==> config.mk <==
export PLATFORM = sky130hd
export DESIGN_NAME = hazard_scoreboard
export DESIGN_NICKNAME = d
export VERILOG_FILES = /design/src/rtl/hazard_scoreboard.sv
export SDC_FILE = /design/constraint.sdc
export NUM_CORES = 1
export LEC_CHECK = 0
export CAP_MARGIN = 5
export CORE_UTILIZATION = 54
export DETAILED_ROUTE_END_ITERATION = 10
export GPL_TIMING_DRIVEN = 0
export PLACE_DENSITY = 0.83
export SYNTH_ARGS = -nofsm -noshare
export SYNTH_HDL_FRONTEND = slang
export SYNTH_SLANG_ARGS = --single-unit
==> constraint.sdc <==
create_clock -name clk -period 5.75 [get_ports clk]
set_input_delay 1.15 -clock clk [delete_from_list [all_inputs] [get_ports clk]]
set_output_delay 1.15 -clock clk [all_outputs]
set_load 0.02 [all_outputs]
==> src/rtl/hazard_scoreboard.sv <==
// Hazard unit for the five-stage core: tracks in-flight writers in E/M/W,
// raises the D-stage stall and drives every forwarding-mux select.
module hazard_scoreboard (
    input  logic       clk,
    input  logic       reset,
    input  logic [4:0] D_rs,
    input  logic [4:0] D_rt,
    input  logic [1:0] D_Tuse_rs,
    input  logic [1:0] D_Tuse_rt,
    input  logic [4:0] D_dst,
    input  logic [1:0] D_Tnew,
    input  logic [2:0] D_FwSel,
    output logic       stall,
    output logic [1:0] FwD_rs,
    output logic [1:0] FwD_rt,
    output logic [1:0] FwE_rs,
    output logic [1:0] FwE_rt,
    output logic [1:0] FwM_rt,
    output logic [2:0] E_FwSel,
    output logic [2:0] M_FwSel,
    output logic [2:0] W_FwSel
);

    localparam logic [1:0] SRC_HOLD = 2'b00;
    localparam logic [1:0] SRC_E    = 2'b01;
    localparam logic [1:0] SRC_M    = 2'b10;
    localparam logic [1:0] SRC_W    = 2'b11;

    logic [4:0] E_rs_q, E_rs_d;
    logic [4:0] E_rt_q, E_rt_d;
    logic [4:0] E_dst_q, E_dst_d;
    logic [1:0] E_Tnew_q, E_Tnew_d;
    logic [2:0] E_FwSel_q, E_FwSel_d;

    logic [4:0] M_rt_q, M_rt_d;
    logic [4:0] M_dst_q, M_dst_d;
    logic [1:0] M_Tnew_q, M_Tnew_d;
    logic [2:0] M_FwSel_q, M_FwSel_d;

    logic [4:0] W_dst_q, W_dst_d;
    logic [2:0] W_FwSel_q, W_FwSel_d;

    logic stall_rs;
    logic stall_rt;

    logic e_match_rs, m_match_rs, w_match_rs;
    logic e_match_rt, m_match_rt, w_match_rt;

    // Register 0 is hardwired, so it never participates in a match.
    always_comb begin
        e_match_rs = (D_rs != 5'd0) && (E_dst_q == D_rs);
        m_match_rs = (D_rs != 5'd0) && (M_dst_q == D_rs);
        w_match_rs = (D_rs != 5'd0) && (W_dst_q == D_rs);
        e_match_rt = (D_rt != 5'd0) && (E_dst_q == D_rt);
        m_match_rt = (D_rt != 5'd0) && (M_dst_q == D_rt);
        w_match_rt = (D_rt != 5'd0) && (W_dst_q == D_rt);
    end

    // A hazard exists when the producer's result is not ready before the
    // consumer needs it; Tuse = 3 can never be below a Tnew of at most 2.
    always_comb begin
        stall_rs = (e_match_rs && (D_Tuse_rs < E_Tnew_q)) ||
                   (m_match_rs && (D_Tuse_rs < M_Tnew_q));
        stall_rt = (e_match_rt && (D_Tuse_rt < E_Tnew_q)) ||
                   (m_match_rt && (D_Tuse_rt < M_Tnew_q));
        stall    = stall_rs | stall_rt;
    end

    always_comb begin
        FwD_rs = SRC_HOLD;
        if (e_match_rs)      FwD_rs = SRC_E;
        else if (m_match_rs) FwD_rs = SRC_M;
        else if (w_match_rs) FwD_rs = SRC_W;

        FwD_rt = SRC_HOLD;
        if (e_match_rt)      FwD_rt = SRC_E;
        else if (m_match_rt) FwD_rt = SRC_M;
        else if (w_match_rt) FwD_rt = SRC_W;
    end

    always_comb begin
        FwE_rs = SRC_HOLD;
        if ((E_rs_q != 5'd0) && (M_dst_q == E_rs_q))      FwE_rs = SRC_M;
        else if ((E_rs_q != 5'd0) && (W_dst_q == E_rs_q)) FwE_rs = SRC_W;

        FwE_rt = SRC_HOLD;
        if ((E_rt_q != 5'd0) && (M_dst_q == E_rt_q))      FwE_rt = SRC_M;
        else if ((E_rt_q != 5'd0) && (W_dst_q == E_rt_q)) FwE_rt = SRC_W;

        FwM_rt = SRC_HOLD;
        if ((M_rt_q != 5'd0) && (W_dst_q == M_rt_q))      FwM_rt = SRC_W;
    end

    // Stall only bubbles E; M and W keep draining so the hazard clears.
    always_comb begin
        E_rs_d    = D_rs;
        E_rt_d    = D_rt;
        E_dst_d   = D_dst;
        E_Tnew_d  = D_Tnew;
        E_FwSel_d = D_FwSel;
        if (stall) begin
            E_rs_d    = 5'd0;
            E_rt_d    = 5'd0;
            E_dst_d   = 5'd0;
            E_Tnew_d  = 2'd0;
            E_FwSel_d = 3'd0;
        end

        M_rt_d    = E_rt_q;
        M_dst_d   = E_dst_q;
        M_Tnew_d  = (E_Tnew_q == 2'd0) ? 2'd0 : E_Tnew_q - 2'd1;
        M_FwSel_d = E_FwSel_q;

        W_dst_d   = M_dst_q;
        W_FwSel_d = M_FwSel_q;
    end

    always_ff @(posedge clk or negedge reset) begin
        if (!reset) begin
            E_rs_q    <= 5'd0;
            E_rt_q    <= 5'd0;
            E_dst_q   <= 5'd0;
            E_Tnew_q  <= 2'd0;
            E_FwSel_q <= 3'd0;
            M_rt_q    <= 5'd0;
            M_dst_q   <= 5'd0;
            M_Tnew_q  <= 2'd0;
            M_FwSel_q <= 3'd0;
            W_dst_q   <= 5'd0;
            W_FwSel_q <= 3'd0;
        end else begin
            E_rs_q    <= E_rs_d;
            E_rt_q    <= E_rt_d;
            E_dst_q   <= E_dst_d;
            E_Tnew_q  <= E_Tnew_d;
            E_FwSel_q <= E_FwSel_d;
            M_rt_q    <= M_rt_d;
            M_dst_q   <= M_dst_d;
            M_Tnew_q  <= M_Tnew_d;
            M_FwSel_q <= M_FwSel_d;
            W_dst_q   <= W_dst_d;
            W_FwSel_q <= W_FwSel_d;
        end
    end

    assign E_FwSel = E_FwSel_q;
    assign M_FwSel = M_FwSel_q;
    assign W_FwSel = W_FwSel_q;

endmodule

==> flow_metrics.tcl <==
set metrics [dict create \
    status "finished, final reports clean" \
    io_buffer_count 43 \
    yosysTopAreaCellShare_pct 50.00 \
    setup_viol 0 \
    path_cells "clkdlybuf4s50_1 > or4_4 > o211ai_2 > a2111oi_0 > nor4_2 > buf_4 > inv_2 > clkdlybuf4s50_1" \
    pwr-share-comb_pct 22.6 \
    path_common_cell "clkdlybuf4s50_1" \
    initial_utilization_pct 57.49 \
    routedWlPerCell_um 14.02 \
    die-area_um2 4242 \
    clockPowerShare_pct 31.3 \
    fin_crit_ns 4.925 \
    htree_levels 2 \
    post-dp-hpwl_um 3182 \
    firstDrtPassIters 4 \
    antenna_found_initial 0 \
    hold_path_depth 0 \
    power_density_nw_per_um2 274.7 \
    p_sw_share_pct 28.03 \
    cp-end-kind "output pin" \
    synthCells 196 \
    drc 0 \
    dp_cells 288 \
    grt.total_usage_pct 22.69 \
    antenna_cells 0 \
    holdWs_ns 0.3777 \
    grt_pass1_wl_um 7072 \
    synth_edf_count 0 \
    synth_flop_cell "dfrtp_1" \
    finalPower_uw 761.6 \
    worst_pin_slew_ns 0.5751 \
    crit_type "input port to output pin" \
    required_ns 4.60 \
    p_sw_uw 213.5 \
    area_delta_synth_final_pct 28.84 \
    critical_path_arrival_ns 3.77 \
    cap_violations 0 \
    syn_area_per_cell_um2 10.98 \
    rsz0062_at_grt "no" \
    antenna_left 0 \
    seqPwrFrac_pct 46.1 \
    relSlewSlack_pct 60.67 \
    clock_latency_ns 0.30 \
    slew_violations 0 \
    io_pins 46 \
    rrSetupSlack_ns 3.76 \
    worstRegToRegCells 7 \
    layout.area.seq_um2 1076 \
    p_int_uw 548.2 \
    synth-seq-cells 43 \
    chipHeight_um 65.13 \
    drt-initial-drc-count 54 \
    avgViaCountPerCell 5.054 \
    cts_num_sinks 43 \
    grt_pass1_vias 1505 \
    clock_skew_ns 0.007168 \
    cts_setup_buffers 0 \
    utilization_pct 74.06 \
    coreArea_um2 3744 \
    place.gp.congestion 0.8264 \
    holdCritPathClass "register to register" \
    num_rows 22 \
    fillers 273 \
    p_leak_nw 1.099 \
    syn_nets 226 \
    ys_seq_area_share_pct 50.00 \
    numCtsBuffers 5 \
    peakVddDrop_mv 0.2305 \
    grt_max_degree 27 \
    clk_pin_slew_worst_paths_ns 0.08 \
    slowest_delay_ns 0.61 \
    finalCritPeriodShare_pct 85.65 \
    cts_tree "done" \
    synth_most_common_cell "dfrtp_1" \
    synth_commonest_cells "dfrtp_1, xnor2_1, and2_1" \
    fin_nets 277 \
    wl_um 4149 \
    synth_area_leader_cell "dfrtp_1" \
    slowest_stage "or4_4" \
    critPathLaunchType "input port" \
    yosys_warnings 0 \
    critPathMaxFanout 10 \
    synth_area_um2 2152 \
    cts_resized 0 \
    ys_top_cells_by_area "dfrtp_1, xnor2_1, xor2_1, and2_1, ha_1" \
    final_cells 296 \
    multi_input_area_um2 1003 \
    cts-root-buf "clkbuf_8" \
    setup_tns_ns 0 \
    via_count 1496 \
    die_w_um 65.13 \
    async_reset_ff_share_pct 100.0 \
    holdBufCountCts 0 \
    synth.distinct_cells 27 \
    hold_violations 0 \
    fmax_mhz 203.1 \
    drive_above_1_share_pct 8.065 \
    grt-ovfl-total 0 \
    clock_path_buffers 2 \
]
## worst paths after layout
path                                       from                     to
min in group asynchronous                 reset    M_rt_q[0]$_DFF_PN0_
max reg2reg                M_dst_q[1]$_DFF_PN0_  E_Tnew_q[1]$_DFF_PN0_
max                                     D_rt[1]                  stall
max in group asynchronous                 reset  E_Tnew_q[1]$_DFF_PN0_
min reg2reg                M_dst_q[1]$_DFF_PN0_   W_dst_q[1]$_DFF_PN0_
min                        M_dst_q[1]$_DFF_PN0_   W_dst_q[1]$_DFF_PN0_
## final cells by class
cell class	instances	area share [%]
multi-input combinational	136	36.19
buffer	12	1.940
inverter	5	0.6769
clock buffer	5	2.482
clock inverter	3	1.670
sequential	43	38.81
tap	48	2.166
timing repair buffer	44	16.06
## sequential cells by signal (all words and copies together), names as in the netlist
register and count:
M_rt_q 5, M_Tnew_q 2, M_dst_q 5, E_rs_q 5, E_rt_q 5, E_dst_q 5, E_Tnew_q 2, E_FwSel 3
W_FwSel 3, M_FwSel 3, W_dst_q 5
## power by group through the flow
stage	Clock, mW	Combinational (mW)	Sequential (mW)
after floorplan	0	0.0995	0.360
after global placement	0	0.168	0.357
after detailed placement	0	0.173	0.358
after CTS	0.240	0.174	0.352
after global routing	0.254	0.190	0.356
final	0.238	0.172	0.351
## cell families after synthesis
| kind of cell | Yosys count | share of synthesized area [%] |
|---|---|---|
| simple gates | 65 | 17.27 |
| xor+xnor | 54 | 21.98 |
| flops | 43 | 50.00 |
| buf+inv | 17 | 3.371 |
| compound gates | 13 | 5.058 |
| fa+ha+maj | 4 | 2.326 |
## metrics by stage
stage / setup WS (ns) / area (um2)
final: 0.8253 / 2773
after detailed placement: 0.8536 / 2658
after floorplan: 2.108 / 2152
after global placement: 0.8962 / 2643
after global routing: 0.7409 / 2773
after CTS: 0.8294 / 2773
## placed cells by master (no fill, tap or decap), types with 5 or more instances in the layout
| master | netlist | routed |
|---|---|---|
| and2_1 | 21 | 21 |
| nor2_1 | 10 | 10 |
| nor3_1 | 7 | 7 |
| nand4_1 | 5 | 5 |
| dfrtp_1 | 43 | 43 |
| clkbuf_8 | 0 | 5 |
| xor2_1 | 18 | 18 |
| nand3_1 | 6 | 6 |
| xnor2_1 | 36 | 36 |
| clkbuf_1 | 8 | 8 |
| clkdlybuf4s50_1 | 0 | 42 |
## metal layers
layer | part of all wire, % | global-route usage, %
met5 | 0 | 0
met4 | 0.80 | 4.891
met3 | 4.9 | 6.076
met2 | 52 | 40.89
met1 | 42 | 27.03
## critical path: cells and delay by family
kind / cells / cell delay (ns)
buffers and inverters: 4 / 1.35
AND/OR/NAND/NOR: 2 / 0.93
AO/OA/AOI/OAI: 2 / 0.34
Power figures use the tool's default switching activity.
